--- config.mk ---
export PLATFORM = sky130hd
export DESIGN_NAME = stevehoover_counter
export DESIGN_NICKNAME = d
export VERILOG_FILES = /design/src/rtl/stevehoover_counter.sv
export SDC_FILE = /design/constraint.sdc
export NUM_CORES = 1
export LEC_CHECK = 0
export CORE_UTILIZATION = 45
export DETAILED_ROUTE_END_ITERATION = 10
export MAX_ROUTING_LAYER = met4
export PLACE_DENSITY = 0.84
export SYNTH_ARGS = -nofsm -noshare
export SYNTH_HDL_FRONTEND = slang
export SYNTH_SLANG_ARGS = --single-unit
--- constraint.sdc ---
create_clock -name clk -period 2.8 [get_ports clk]
set_clock_uncertainty 0.05 [all_clocks]
set_input_delay 0.84 -clock clk [delete_from_list [all_inputs] [get_ports clk]]
set_output_delay 0.84 -clock clk [all_outputs]
set_load 0.02 [all_outputs]
--- src/rtl/stevehoover_counter.sv ---
// Tiny Tapeout tile: 8-bit up/down counter with clear, load, wrap/saturate,
// sticky overflow flag and a selectable raw / 7-segment / status output byte.
module stevehoover_counter #(
    parameter int WIDTH = 8
) (
    input  logic       clk,
    input  logic       rst_n,
    input  logic       ena,
    input  logic [7:0] ui_in,
    output logic [7:0] uo_out,
    input  logic [7:0] uio_in,
    output logic [7:0] uio_out,
    output logic [7:0] uio_oe
);

    logic [WIDTH-1:0] cnt;
    logic             ovf;

    logic       en, down, load, clr, sat;
    logic [1:0] mode;
    logic       unused;

    assign en     = ui_in[0];
    assign down   = ui_in[1];
    assign load   = ui_in[2];
    assign clr    = ui_in[3];
    assign sat    = ui_in[4];
    assign mode   = ui_in[6:5];
    assign unused = ui_in[7];

    logic is_zero, is_max;
    assign is_zero = (cnt == '0);
    assign is_max  = (cnt == '1);

    always_ff @(posedge clk or negedge rst_n) begin
        if (!rst_n) begin
            cnt <= '0;
            ovf <= 1'b0;
        end else if (ena) begin
            if (clr) begin
                cnt <= '0;
                ovf <= 1'b0;
            end else if (load) begin
                cnt <= uio_in[WIDTH-1:0];
                ovf <= 1'b0;
            end else if (en && !down) begin
                if (!is_max) begin
                    cnt <= cnt + 1'b1;
                end else begin
                    ovf <= 1'b1;
                    if (!sat) cnt <= '0;
                end
            end else if (en && down) begin
                if (!is_zero) begin
                    cnt <= cnt - 1'b1;
                end else begin
                    ovf <= 1'b1;
                    if (!sat) cnt <= '1;
                end
            end
        end
    end

    // Active-high segments, bit0 = a .. bit6 = g.
    function automatic logic [6:0] seg(input logic [3:0] nib);
        logic [6:0] s;
        case (nib)
            4'h0: s = 7'h3F;
            4'h1: s = 7'h06;
            4'h2: s = 7'h5B;
            4'h3: s = 7'h4F;
            4'h4: s = 7'h66;
            4'h5: s = 7'h6D;
            4'h6: s = 7'h7D;
            4'h7: s = 7'h07;
            4'h8: s = 7'h7F;
            4'h9: s = 7'h6F;
            4'hA: s = 7'h77;
            4'hB: s = 7'h7C;
            4'hC: s = 7'h39;
            4'hD: s = 7'h5E;
            4'hE: s = 7'h79;
            default: s = 7'h71;
        endcase
        return s;
    endfunction

    always_comb begin
        uo_out = '0;
        case (mode)
            2'b00:   uo_out = cnt;
            2'b01:   uo_out = {ovf, seg(cnt[3:0])};
            2'b10:   uo_out = {ovf, seg(cnt[7:4])};
            default: uo_out = {4'b0000, ovf, sat, is_max, is_zero};
        endcase
    end

    assign uio_out = '0;
    assign uio_oe  = '0;

endmodule

Word-level counts from Yosys, hierarchy flattened. Memory sizes are Yosys's and may differ from the RTL's. Cells that the tools add are included.

Add/sub/neg operators: 2. Multiply operators: 0. Divide/modulo/power cells: 0. $lt $le $gt $ge: 0. Eq/ne operators: 6. Shift-type cells: 0. Muxes and demuxes: 15. Bitwise operators: 0. Reduce and logical (&&, ||, !) cells: 9.

Operators by type and width (number): $mux W8 (8); $pmux W8 S3 (1); $add A8 B1 Y8 const B (1); $eq A8 B8 Y1 const B (1); $logic_not A8 Y1 (1); $reduce_and A4 Y1 (2); $reduce_bool A4 Y1 (2); $sub A8 B1 Y8 const B (1); $mux W1 (6); $ne A5 B4 Y1 const B (1); $ne A5 B5 Y1 const B (1); $ne A4 B4 Y1 const B (1); $eq A2 B1 Y1 const B (1); $eq A2 B2 Y1 const B (1); $logic_and A1 B1 Y1 (2); $logic_not A2 Y1 (1); $logic_not A1 Y1 (1).

Flip-flop bits (word level): 9. Bits in latches: 0. Bits in writable memories: 0. ROM bits: 224. Word-level logic and storage cells: 36. Memories kept: 2.

Memories: (no name shown) (words 16, width 7, read ports 1, clocked after memory_dff 0, write ports 0, RTL line 67) `case (nib)`; (no name shown) (words 16, width 7, read ports 1, clocked after memory_dff 0, write ports 0, RTL line 67).

Longest topological paths before layout. Gate-level depths: netlist (run 1).

Depth in word-level cells: 6. Gate-level depth with buffers: 10. Mapped depth without buffers: 8.

Worst setup path before layout (run 1). Ideal clock, no wire load.

Path kind: reg2out. Start point: register cnt[0]. End point: output port uo_out[6]. Arrival: 1.893 ns. Data required time: 1.910 ns. Slack: 0.017 ns. Cell stages (with the launch flop): 10. Path buffers: 1. Cells stage by stage: dfrtp_1 -> clkbuf_1 -> inv_1 -> ha_1 -> ha_1 -> nand2_1 -> o21ai_0 -> nand2_1 -> o21ai_0 -> o21ai_0.

Word-level cells in the longest chain between the ends: 2.

RTL lines: start: declaration (RTL line 16) `logic [WIDTH-1:0] cnt;`; start signal: assignment (RTL line 44) `cnt <= uio_in[WIDTH-1:0];`; start signal: assignment (RTL line 48) `cnt <= cnt + 1'b1;`; start signal: assignment (RTL line 55) `cnt <= cnt - 1'b1;`; $mem_v2 Z16 W7; $pmux W8 S3 (RTL line 90) `case (mode)`; end: declaration (RTL line 10) `output logic [7:0] uo_out,`.

Every way passes these cells.

Worst setup path in the final report (run 1).
Start point: register cnt[0]. End point: output port uo_out[1].

Word-level cells in the longest chain between the ends: 2. Elaborated cells between the ends (all ways): 3. Classes of those cells: 1 x eq/ne; 1 x mux; 1 x memory.

RTL lines (RTL line): $mem_v2 Z16 W7 or $eq A8 B8 Y1 (tied branches); $pmux W8 S3 (*) (90).

Every way passes the cells marked *; elsewhere a longest branch is shown, timed or not.

==> summary.txt, run 1 <==
clock tree from TritonCTS: built
clock transition at the register clock pins on the worst setup and hold paths after CTS: 0.07 ns
endpoint arrival time on the critical path: 1.94 ns
PnR Total Power: 1.02 mW
cell row count: 21
FF/Latch Area: 229 um2
master of the slowest instance on the critical path: dfrtp_2
wire per inst: 13.6 um
number of maximum-capacitance violations: 0
Fmax achieved: 0.353 GHz
WP buf/inv: 2
buffers from clock root to sink, at most: 2
crit-path leading delay family: flip-flops
Finished Cell Area: 2360 um2
number of library cell types mapped by synthesis: 47
netlist area before placement: 1630 um2
post-synth top area cell: dfrtp_1
number of setup violations in the final report: 1
Worst Path Required: 1.91 ns
via count of the first global-routing pass: 1759
Post-layout nets: 334
Placed Instances: 332
Die Ht: 62.1 um
detailed router's first-iteration violation count: 82
switching power share of the total: 44.6%
switching power: 454 uW
Startpoint Class: flop
Detail Placement HPWL: 3520 um
cell-internal power: 564 uW
Yosys warning count: 0
aggregate global-route resource usage: 25.0%
area overhead of the layout relative to synthesis: 44.8%
area share of the largest cell type after synthesis: 13.8%
length of the first detailed-routing pass in iterations: 4
run status: finished with violations
clock period minus worst slack: 2.83 ns
sequential area share after synthesis: 13.8%
main flop type after synthesis: dfrtp_1
via density per instance: 5.48
worst reg2reg startpoint: cnt[0]$_DFFE_PN0P_
depth of the CTS H-tree: 1
total via count in the routed design: 1896
diode insertion count for antenna repair: 0
Clk Tree Root Cell: clkbuf_4
total of hold buffers inserted after clock tree synthesis: 0
leakage component of the power: 1.04 nW
gpl congestion: 0.983
Seq cells post-synth: 9
Crit Path Class: reg2out
clock latency at the later pin of the worst-skew pair: 0.27 ns
Post-synth ARST share: 100%
core box area: 3390 um2
Syn Inst Count: 231
average cell area after synthesis: 7.04 um2
Seq pwr share: 19.1%
area occupied by multi-input gates: 1320 um2
Clock power frac: 10.6%
power density over the cells: 432 nW/um2
Hold WC Path Type: reg2reg
DRC violation count after routing: 0
TritonCTS Buffers: 3
dpl cell area: 2160 um2
critical path endpoint category: output pin
worst slack on hold paths: 0.608 ns
number of antenna violations at the first check in global routing: 0
setup repair after global routing missed its margin: yes
# fillers: 298
peak supply drop: 300 uV
Worst setup startpoint: cnt[0]$_DFFE_PN0P_
failing checks: setup timing
global-route wire length before repair: 7780 um
final hold violation count: 0
sequence of cells on the critical path: inv_4 -> ha_4 -> a21oi_2 -> a21o_1 -> mux4_2 -> buf_6
CP max stage delay: 0.48 ns
IO Port Bufs: 25
Final period util: 101%
largest net degree at the start of global routing: 14
Antenna Nets Post-Route: 0
die area: 3860 um2
count of pins on the block boundary: 43
Remaining Overflow, GRT: 0
Hold Startpoint: ovf$_DFFE_PN0P_
worst setup slack after layout: -0.0319 ns
sinks on the clock net: 9
Pins Over Slew Limit: 0
combinational power share: 70.4%
critical path peak fanout: 5
Routed Wire Length: 4720 um
most area-consuming cells after synthesis: dfrtp_1 (14%), ha_1 (11%), o21ai_0 (8.6%)
die width: 62.1 um
fraction of layout cells with a size suffix above 1: 34.7%
count of flip-flops with a built-in enable after synthesis: 0
initial standard-cell utilization of the core: 48.0%
Final Non-Filler Cells: 346
## through the flow
step           setup TNS [ns]  util, %  setup WS (ns)
6_report              -0.0319     69.5        -0.0319
3_5_place_dp            -5.61     63.7         -0.733
2_1_floorplan               0        -         0.0175
3_3_place_gp            -5.46     63.7         -0.740
5_1_grt                -0.369     69.5        -0.0963
4_1_cts              -0.00696     66.9       -0.00696
## power by group through the flow
| stage | logic, mW | registers, mW | clock network, mW |
|---|---|---|---|
| 2_1_floorplan | 0.397 | 0.171 | 0 |
| 3_3_place_gp | 0.614 | 0.187 | 0 |
| 3_5_place_dp | 0.629 | 0.188 | 0 |
| 4_1_cts | 0.658 | 0.188 | 0.109 |
| 5_1_grt | 0.781 | 0.200 | 0.119 |
| 6_report | 0.716 | 0.194 | 0.107 |
## repair_timing
action | in CTS | in global routing
pin swaps | 0 | 8
buffers inserted | 8 | 2
resized for setup | 59 | 25
setup endpoints to repair | 8 | 8
endpoints found under the hold margin | 0 | 0
## worst min-delay path, cell delays in order (launching register included)
cell     delay (ns)
dfrtp_1        0.44
a31oi_1        0.06
a21oi_1        0.11
## sequential cells by signal, summed over array words and instances (netlist names)
signal	cells
cnt	8
ovf	1
## Yosys cell counts (4+ instances only)
master,count
nor2_1,17
xnor2_1,4
nand2_1,18
o31ai_1,5
o21ai_0,28
dfrtp_1,9
inv_1,10
nor3_1,5
buf_2,6
a211oi_1,8
nand2b_1,4
clkbuf_1,11
buf_4,17
a21oi_1,23
a31oi_1,4
ha_1,14
nor2b_1,5
## kinds of logic after synthesis
kind of cell	Yosys count	share of synthesized area [%]
compound gates	85	32.2
fa+ha+maj	14	10.8
buf+inv	44	14.5
mux	6	4.85
xor+xnor	4	2.15
flops	9	13.8
other cells	1	0.231
simple gates	68	21.5
## worst paths after layout
path,to,slack (ns),depth (start not counted)
setup / recovery,uo_out[1],-0.03,6
hold / removal,ovf$_DFFE_PN0P_,0.61,2
setup reg to reg,cnt[1]$_DFFE_PN0P_,0.33,9
hold reg to reg,ovf$_DFFE_PN0P_,0.61,2
max in group asynchronous,cnt[2]$_DFFE_PN0P_,1.53,1
min in group asynchronous,ovf$_DFFE_PN0P_,0.83,1
## metal layers
metal  global-route usage, %  vias up  part of all wire [%]
met3                    1.47        9                   4.8
met4                    9.59        0                   1.5
met5                       -        -                     0
met1                    31.3      878                    45
met2                    42.2       68                    49
li1                        -      941                     -
## area by class of cell
cell class / instances / area share [%]
inverters: 10 / 1.70
clock buffers: 4 / 1.12
repair buffers: 84 / 29.2
flip-flops and latches: 9 / 9.72
well taps: 46 / 2.44
multi-input cells: 193 / 55.9
## cells in the final DEF (no fill, tap or decap), drive strengths merged, types with 3 or more instances in the layout
master / synthesis / routed
buf: 23 / 67
o21ai: 29 / 29
a21oi: 23 / 23
nand2: 18 / 18
nor2: 18 / 18
conb: 1 / 16
clkdlybuf4s50: 0 / 15
ha: 14 / 14
inv: 10 / 10
dfrtp: 9 / 9
a211oi: 8 / 8
o31ai: 5 / 5
nor3: 5 / 5
nor2b: 5 / 5
a31oi: 4 / 4
xnor2: 4 / 4
nand2b: 4 / 4
nand4: 4 / 4
clkbuf: 11 / 4
mux2i: 3 / 3
nor4: 3 / 3
Power figures use the tool's default switching activity.
==> inputs of run 2 (changes only) <==
--- a/config.mk
+++ b/config.mk
@@ -6,9 +6,11 @@
 export NUM_CORES = 1
 export LEC_CHECK = 0
 export CORE_UTILIZATION = 45
+export CTS_CLUSTER_SIZE = 16
 export DETAILED_ROUTE_END_ITERATION = 10
 export MAX_ROUTING_LAYER = met4
 export PLACE_DENSITY = 0.84
+export SLEW_MARGIN = 20
 export SYNTH_ARGS = -nofsm -noshare
 export SYNTH_HDL_FRONTEND = slang
 export SYNTH_SLANG_ARGS = --single-unit
==> results of run 2 <==
Final layout, timing and power as in run 1 (identical DEF).
